--- config.mk ---
export PLATFORM = sky130hd
export DESIGN_NAME = mem_copy_dma
export DESIGN_NICKNAME = d
export VERILOG_FILES = /design/src/rtl/mem_copy_dma.sv
export SDC_FILE = /design/constraint.sdc
export NUM_CORES = 1
export LEC_CHECK = 0
export CAP_MARGIN = 25
export CORE_MARGIN = 3
export CORE_UTILIZATION = 30
export DETAILED_ROUTE_END_ITERATION = 10
export DONT_BUFFER_PORTS = 1
export PLACE_DENSITY = 0.42
export SKIP_LAST_GASP = 1
export SLEW_MARGIN = 15
export SYNTH_ARGS = -nofsm -noshare
export SYNTH_HDL_FRONTEND = slang
export SYNTH_SLANG_ARGS = --single-unit
--- constraint.sdc ---
create_clock -name clk -period 11.2 [get_ports clk]
set_clock_uncertainty 0.1 [all_clocks]
set_input_delay 1.68 -clock clk [delete_from_list [all_inputs] [get_ports clk]]
set_output_delay 1.68 -clock clk [all_outputs]
set_load 0.03 [all_outputs]
--- src/rtl/mem_copy_dma.sv ---
// Word-by-word memory copy engine that masters the picorv32 native memory bus.
// Each word is one read transaction followed by one write transaction, with a one-cycle gap after each.
module mem_copy_dma #(
    parameter int LEN_W   = 16,
    parameter int TIMEOUT = 1023
) (
    input  logic             clk,
    input  logic             resetn,
    input  logic             start,
    input  logic [31:0]      src_addr,
    input  logic [31:0]      dst_addr,
    input  logic [LEN_W-1:0] len,
    output logic             busy,
    output logic             done,
    output logic             err,
    output logic             mem_valid,
    output logic             mem_instr,
    input  logic             mem_ready,
    output logic [31:0]      mem_addr,
    output logic [31:0]      mem_wdata,
    output logic [3:0]       mem_wstrb,
    input  logic [31:0]      mem_rdata
);

    localparam int          TO_W      = (TIMEOUT < 2) ? 1 : $clog2(TIMEOUT + 1);
    localparam logic [31:0] WORD_MASK = 32'hFFFF_FFFC;

    typedef enum logic [2:0] {
        S_IDLE,
        S_RD,
        S_RD_GAP,
        S_WR,
        S_WR_GAP,
        S_FIN
    } state_t;

    state_t           state_q;
    logic [31:0]      src_q;
    logic [31:0]      dst_q;
    logic [LEN_W-1:0] len_q;
    logic [LEN_W-1:0] idx_q;
    logic [TO_W-1:0]  to_cnt_q;
    logic [31:0]      buf_q;
    logic             busy_q;
    logic             done_q;
    logic             err_q;
    logic             valid_q;
    logic [31:0]      addr_q;
    logic [31:0]      wdata_q;
    logic [3:0]       wstrb_q;

    logic [31:0]      rd_addr_d;
    logic [31:0]      wr_addr_d;
    logic [LEN_W-1:0] idx_d;
    logic [TO_W-1:0]  to_cnt_d;
    logic             to_expire;

    // Address sums wrap naturally at 2^32.
    always_comb begin
        rd_addr_d = src_q + (32'(idx_q) << 2);
        wr_addr_d = dst_q + (32'(idx_q) << 2);
        idx_d     = idx_q + LEN_W'(1);
        to_cnt_d  = to_cnt_q + TO_W'(1);
        to_expire = (to_cnt_q == TO_W'(TIMEOUT - 1));
    end

    always_ff @(posedge clk or negedge resetn) begin
        if (!resetn) begin
            state_q  <= S_IDLE;
            src_q    <= '0;
            dst_q    <= '0;
            len_q    <= '0;
            idx_q    <= '0;
            to_cnt_q <= '0;
            buf_q    <= '0;
            busy_q   <= 1'b0;
            done_q   <= 1'b0;
            err_q    <= 1'b0;
            valid_q  <= 1'b0;
            addr_q   <= '0;
            wdata_q  <= '0;
            wstrb_q  <= 4'h0;
        end else begin
            done_q <= 1'b0;
            case (state_q)
                S_IDLE: begin
                    if (start) begin
                        src_q <= src_addr & WORD_MASK;
                        dst_q <= dst_addr & WORD_MASK;
                        len_q <= len;
                        idx_q <= '0;
                        err_q <= 1'b0;
                        if (len == '0) begin
                            state_q <= S_FIN;
                            done_q  <= 1'b1;
                        end else begin
                            state_q  <= S_RD;
                            busy_q   <= 1'b1;
                            valid_q  <= 1'b1;
                            wstrb_q  <= 4'h0;
                            addr_q   <= src_addr & WORD_MASK;
                            to_cnt_q <= '0;
                        end
                    end
                end
                S_RD: begin
                    if (mem_ready) begin
                        buf_q   <= mem_rdata;
                        valid_q <= 1'b0;
                        state_q <= S_RD_GAP;
                    end else begin
                        to_cnt_q <= to_cnt_d;
                        if (to_expire) begin
                            valid_q <= 1'b0;
                            err_q   <= 1'b1;
                            busy_q  <= 1'b0;
                            done_q  <= 1'b1;
                            state_q <= S_FIN;
                        end
                    end
                end
                S_RD_GAP: begin
                    state_q  <= S_WR;
                    valid_q  <= 1'b1;
                    wstrb_q  <= 4'hF;
                    addr_q   <= wr_addr_d;
                    wdata_q  <= buf_q;
                    to_cnt_q <= '0;
                end
                S_WR: begin
                    if (mem_ready) begin
                        idx_q   <= idx_d;
                        valid_q <= 1'b0;
                        state_q <= S_WR_GAP;
                    end else begin
                        to_cnt_q <= to_cnt_d;
                        if (to_expire) begin
                            valid_q <= 1'b0;
                            err_q   <= 1'b1;
                            busy_q  <= 1'b0;
                            done_q  <= 1'b1;
                            state_q <= S_FIN;
                        end
                    end
                end
                S_WR_GAP: begin
                    if (idx_q == len_q) begin
                        busy_q  <= 1'b0;
                        done_q  <= 1'b1;
                        state_q <= S_FIN;
                    end else begin
                        state_q  <= S_RD;
                        valid_q  <= 1'b1;
                        wstrb_q  <= 4'h0;
                        addr_q   <= rd_addr_d;
                        to_cnt_q <= '0;
                    end
                end
                S_FIN: begin
                    // A start seen here is dropped on purpose; only IDLE accepts requests.
                    state_q <= S_IDLE;
                end
                default: begin
                    state_q <= S_IDLE;
                    busy_q  <= 1'b0;
                    valid_q <= 1'b0;
                end
            endcase
        end
    end

    assign busy      = busy_q;
    assign done      = done_q;
    assign err       = err_q;
    assign mem_valid = valid_q;
    assign mem_instr = 1'b0;
    assign mem_addr  = addr_q;
    assign mem_wdata = wdata_q;
    assign mem_wstrb = wstrb_q;

endmodule

==> run_results.csv <==
group,metric,value,unit
place,hpwl,19300,um
worst_setup_path,cp_cell_sequence,"nor3b_4, buf_4, nand2_1, nand2_1, ha_1, a21o_1, a221oi_1, a31oi_1, a311oi_1, o31a_1, o21ai_0, a41oi_1",
drt,routed_wl,28700,um
place,portBuffers,0,
timing,max_freq,0.211,GHz
logic_synthesis,synthCells,1012,
job,cap_violations,0,
clock_tree,numCtsBuffers,26,
die,die_w,191,um
drt,drc,0,
clock_tree,cts-root-buf,"clkbuf_16",
worst_setup_path,critPathKind,"flip-flop to flip-flop",
drt,vias_per_cell,4.98,
worst_setup_path,critPathSlowestCell,"a311oi_1",
worst_setup_path,worstPathArrival,5.07,ns
worst_setup_path,crit_top_cell,"nand2_1",
final_layout,layout.cells.non_filler,1460,
timing,period_share,0.423,
die,die_y,191,um
place,gp_congestion,0.791,
power,ir_worst_vdd,0.000110,V
drt,drt_iter0_drc,275,
global_routing,grt_max_degree,205,
timing,rsz0062_at_grt,"false",
clock_tree,clock_sinks,204,
worst_setup_path,cp-end-kind,"flip-flop",
power,p_leak,0.00505,uW
timing,setup_viol,0,
logic_synthesis,yosys_warnings,0,
timing,fin_crit,4.74,ns
die,start_util,0.309,
logic_synthesis,post-synth-top-count-cell,"nand2_1",
worst_setup_path,worstPathBufferInverterCount,1,
clock_tree,cts.repair.resized,0,
worst_setup_path,crit_family,"compound AO/OA/AOI/OAI gates",
logic_synthesis,ys_top_cells_by_area,"dfrtp_1 (50%), mux2_2 (12%), nand2_1 (8.0%), xnor2_1 (3.0%), a21oi_1 (2.4%)",
logic_synthesis,synth-seq-area-share,0.500,
timing,worst_pin_slew,1.01,ns
worst_setup_path,path_max_fanout,19,
worst_hold_path,hold_depth,2,
logic_synthesis,synthArstFlopShare,1.00,
global_routing,first_global_vias,7522,
global_routing,grt.overflow.total,0,
clock_tree,clk_pin_slew,0.06,ns
logic_synthesis,synth_seq_cells,204,
final_layout,antenna_cells,0,
worst_setup_path,reg2reg_from,"state_q[2]",
timing,hold_viol_final,0,
worst_hold_path,hold_path.class,"flip-flop to flip-flop",
global_routing,grt_util_all_layers,0.156,
final_layout,utilization,0.351,
die,num_io_pins,189,
logic_synthesis,synth_top_area_cell,"dfrtp_1",
worst_hold_path,hold_start,"buf_q[4]",
timing,maxSlewHeadroom,0.329,
worst_setup_path,r2r_end,"mem_addr[28]",
run_status,outcome,"finished, final reports clean",
drt,antenna_left,0,
global_routing,grt_pass1_wl,45100,um
drt,wl_per_cell,19.7,um
die,dieArea,36300,sq um
logic_synthesis,netlist-cell-type-count,68,
worst_setup_path,required,11.53,ns
worst_setup_path,cpPeakStageDelay,0.86,ns
power,p_per_area,301,nW/um^2
final_layout,fin_nets,1134,
clock_tree,cts_hold_buf,0,
timing,setup_tns,0,ns
worst_setup_path,r2r_setup_slack,6.46,ns
logic_synthesis,synth_area_per_cell,10.1,sq um
clock_tree,post_cts_buffers,0,
final_layout,layout-drive-gt1-share,0.175,
clock_tree,clockBufferDepth,3,
global_routing,antenna_found_initial,0,
drt,num_vias,7269,
logic_synthesis,synth_edf_count,0,
worst_setup_path,start_kind,"flip-flop",
worst_hold_path,hold_end,"mem_wdata[4]",
logic_synthesis,yosys-top-cells-count,"nand2_1 (217), dfrtp_1 (204), mux2_2 (107)",
logic_synthesis,synth_top_area_frac,0.500,
clock_tree,insertion_delay,0.53,ns
timing,drv_slew,0,
place,placed_cells,1411,
logic_synthesis,synthFlopType,"dfrtp_1",
clock_tree,cts_tree,"built",
die,core,33000,sq um
clock_tree,ctsHtreeMaxLevel,1,
worst_setup_path,worst_r2r_path_depth,12,
drt,drt-pass1-iter-count,4,
logic_synthesis,synth_area,10200,sq um
final_layout,area_growth,13.4,%
die,std_cell_rows,66,
## final cells by class
| type | instances | area [sq um] |
|---|---|---|
| inverter | 17 | 63.8 |
| clock buffer | 34 | 742 |
| multi-input combinational | 736 | 4820 |
| sequential | 204 | 5100 |
| timing repair buffer | 13 | 124 |
| tap | 442 | 553 |
| fill | 3403 | 21400 |
| clock inverter | 14 | 175 |
## registers in the layout, indices dropped and copies added, names as in the netlist
signal     cells
state_q        3
mem_wstrb      1
mem_wdata     32
dst_q         30
to_cnt_q      10
mem_valid      1
buf_q         32
mem_addr      30
src_q         30
done           1
err            1
len_q         16
busy           1
idx_q         16
## worst register-to-register path, cell delays in order (launching register included)
cell and delay [ns]:
dfrtp_1 0.74, nor3b_4 0.78, buf_4 0.44, nand2_1 0.09, nand2_1 0.07, ha_1 0.28
a21o_1 0.25, a221oi_1 0.26, a31oi_1 0.21, a311oi_1 0.86, o31a_1 0.24, o21ai_0 0.09
a41oi_1 0.25
## metal layers
layer,vias to the layer above,GRT usage,share of wire
met1,3604,0.221,0.48
met3,30,0.0414,0.064
met5,-,0,0
met4,0,0.0277,0.013
li1,3498,-,-
met2,137,0.245,0.45
## placed cells by master (no fill, tap or decap), types with 24 or more instances in the layout
cell type / instances
a21oi_1: 49
clkbuf_16: 27
dfrtp_1: 204
mux2_2: 107
nand2_1: 217
nand3_1: 24
nor2_1: 60
o21ai_0: 35
xnor2_1: 35
## where the power goes
group | switching (uW) | internal (uW) | leakage (uW)
logic | 567 | 485 | 0.00211
clock network | 330 | 556 | 0.000453
registers | 482 | 1070 | 0.00249
## how the worst max path moves through the flow
stage               start           end  depth (start not counted)
2_1_floorplan  state_q[2]  mem_addr[30]                         18
3_3_place_gp   state_q[2]  mem_addr[28]                         12
3_5_place_dp   state_q[2]  mem_addr[28]                         12
4_1_cts        state_q[2]  mem_addr[28]                         12
5_1_grt        state_q[2]  mem_addr[24]                         12
6_report       state_q[2]  mem_addr[28]                         12
## through the flow
step | hold slack, ns | power, uW | setup WS [ns] | area [sq um]
finish | 0.357 | 3490 | 6.46 | 11600
floorplan | 0.335 | 2310 | 7.18 | 10200
detailed placement | 0.346 | 2630 | 6.42 | 10700
CTS | 0.360 | 3540 | 6.38 | 11600
global placement | 0.344 | 2600 | 6.40 | 10600
global route | 0.366 | 3730 | 6.07 | 11600
## kinds of logic (layout without fill, tap and decap cells)
kind of cell / count (synthesis) / after routing / synth area share
xor gates and xnor gates: 54 / 54 / 0.0463
other: 1 / 3 / 0.000367
buffers and inverters: 74 / 78 / 0.0334
adders and majority gates: 20 / 20 / 0.0252
and+or+nand+nor: 384 / 384 / 0.167
muxes: 120 / 120 / 0.131
AOI/OAI and AO/OA: 155 / 155 / 0.0977
DFF: 204 / 204 / 0.500
Note: power is estimated with default switching activity, not from simulation.
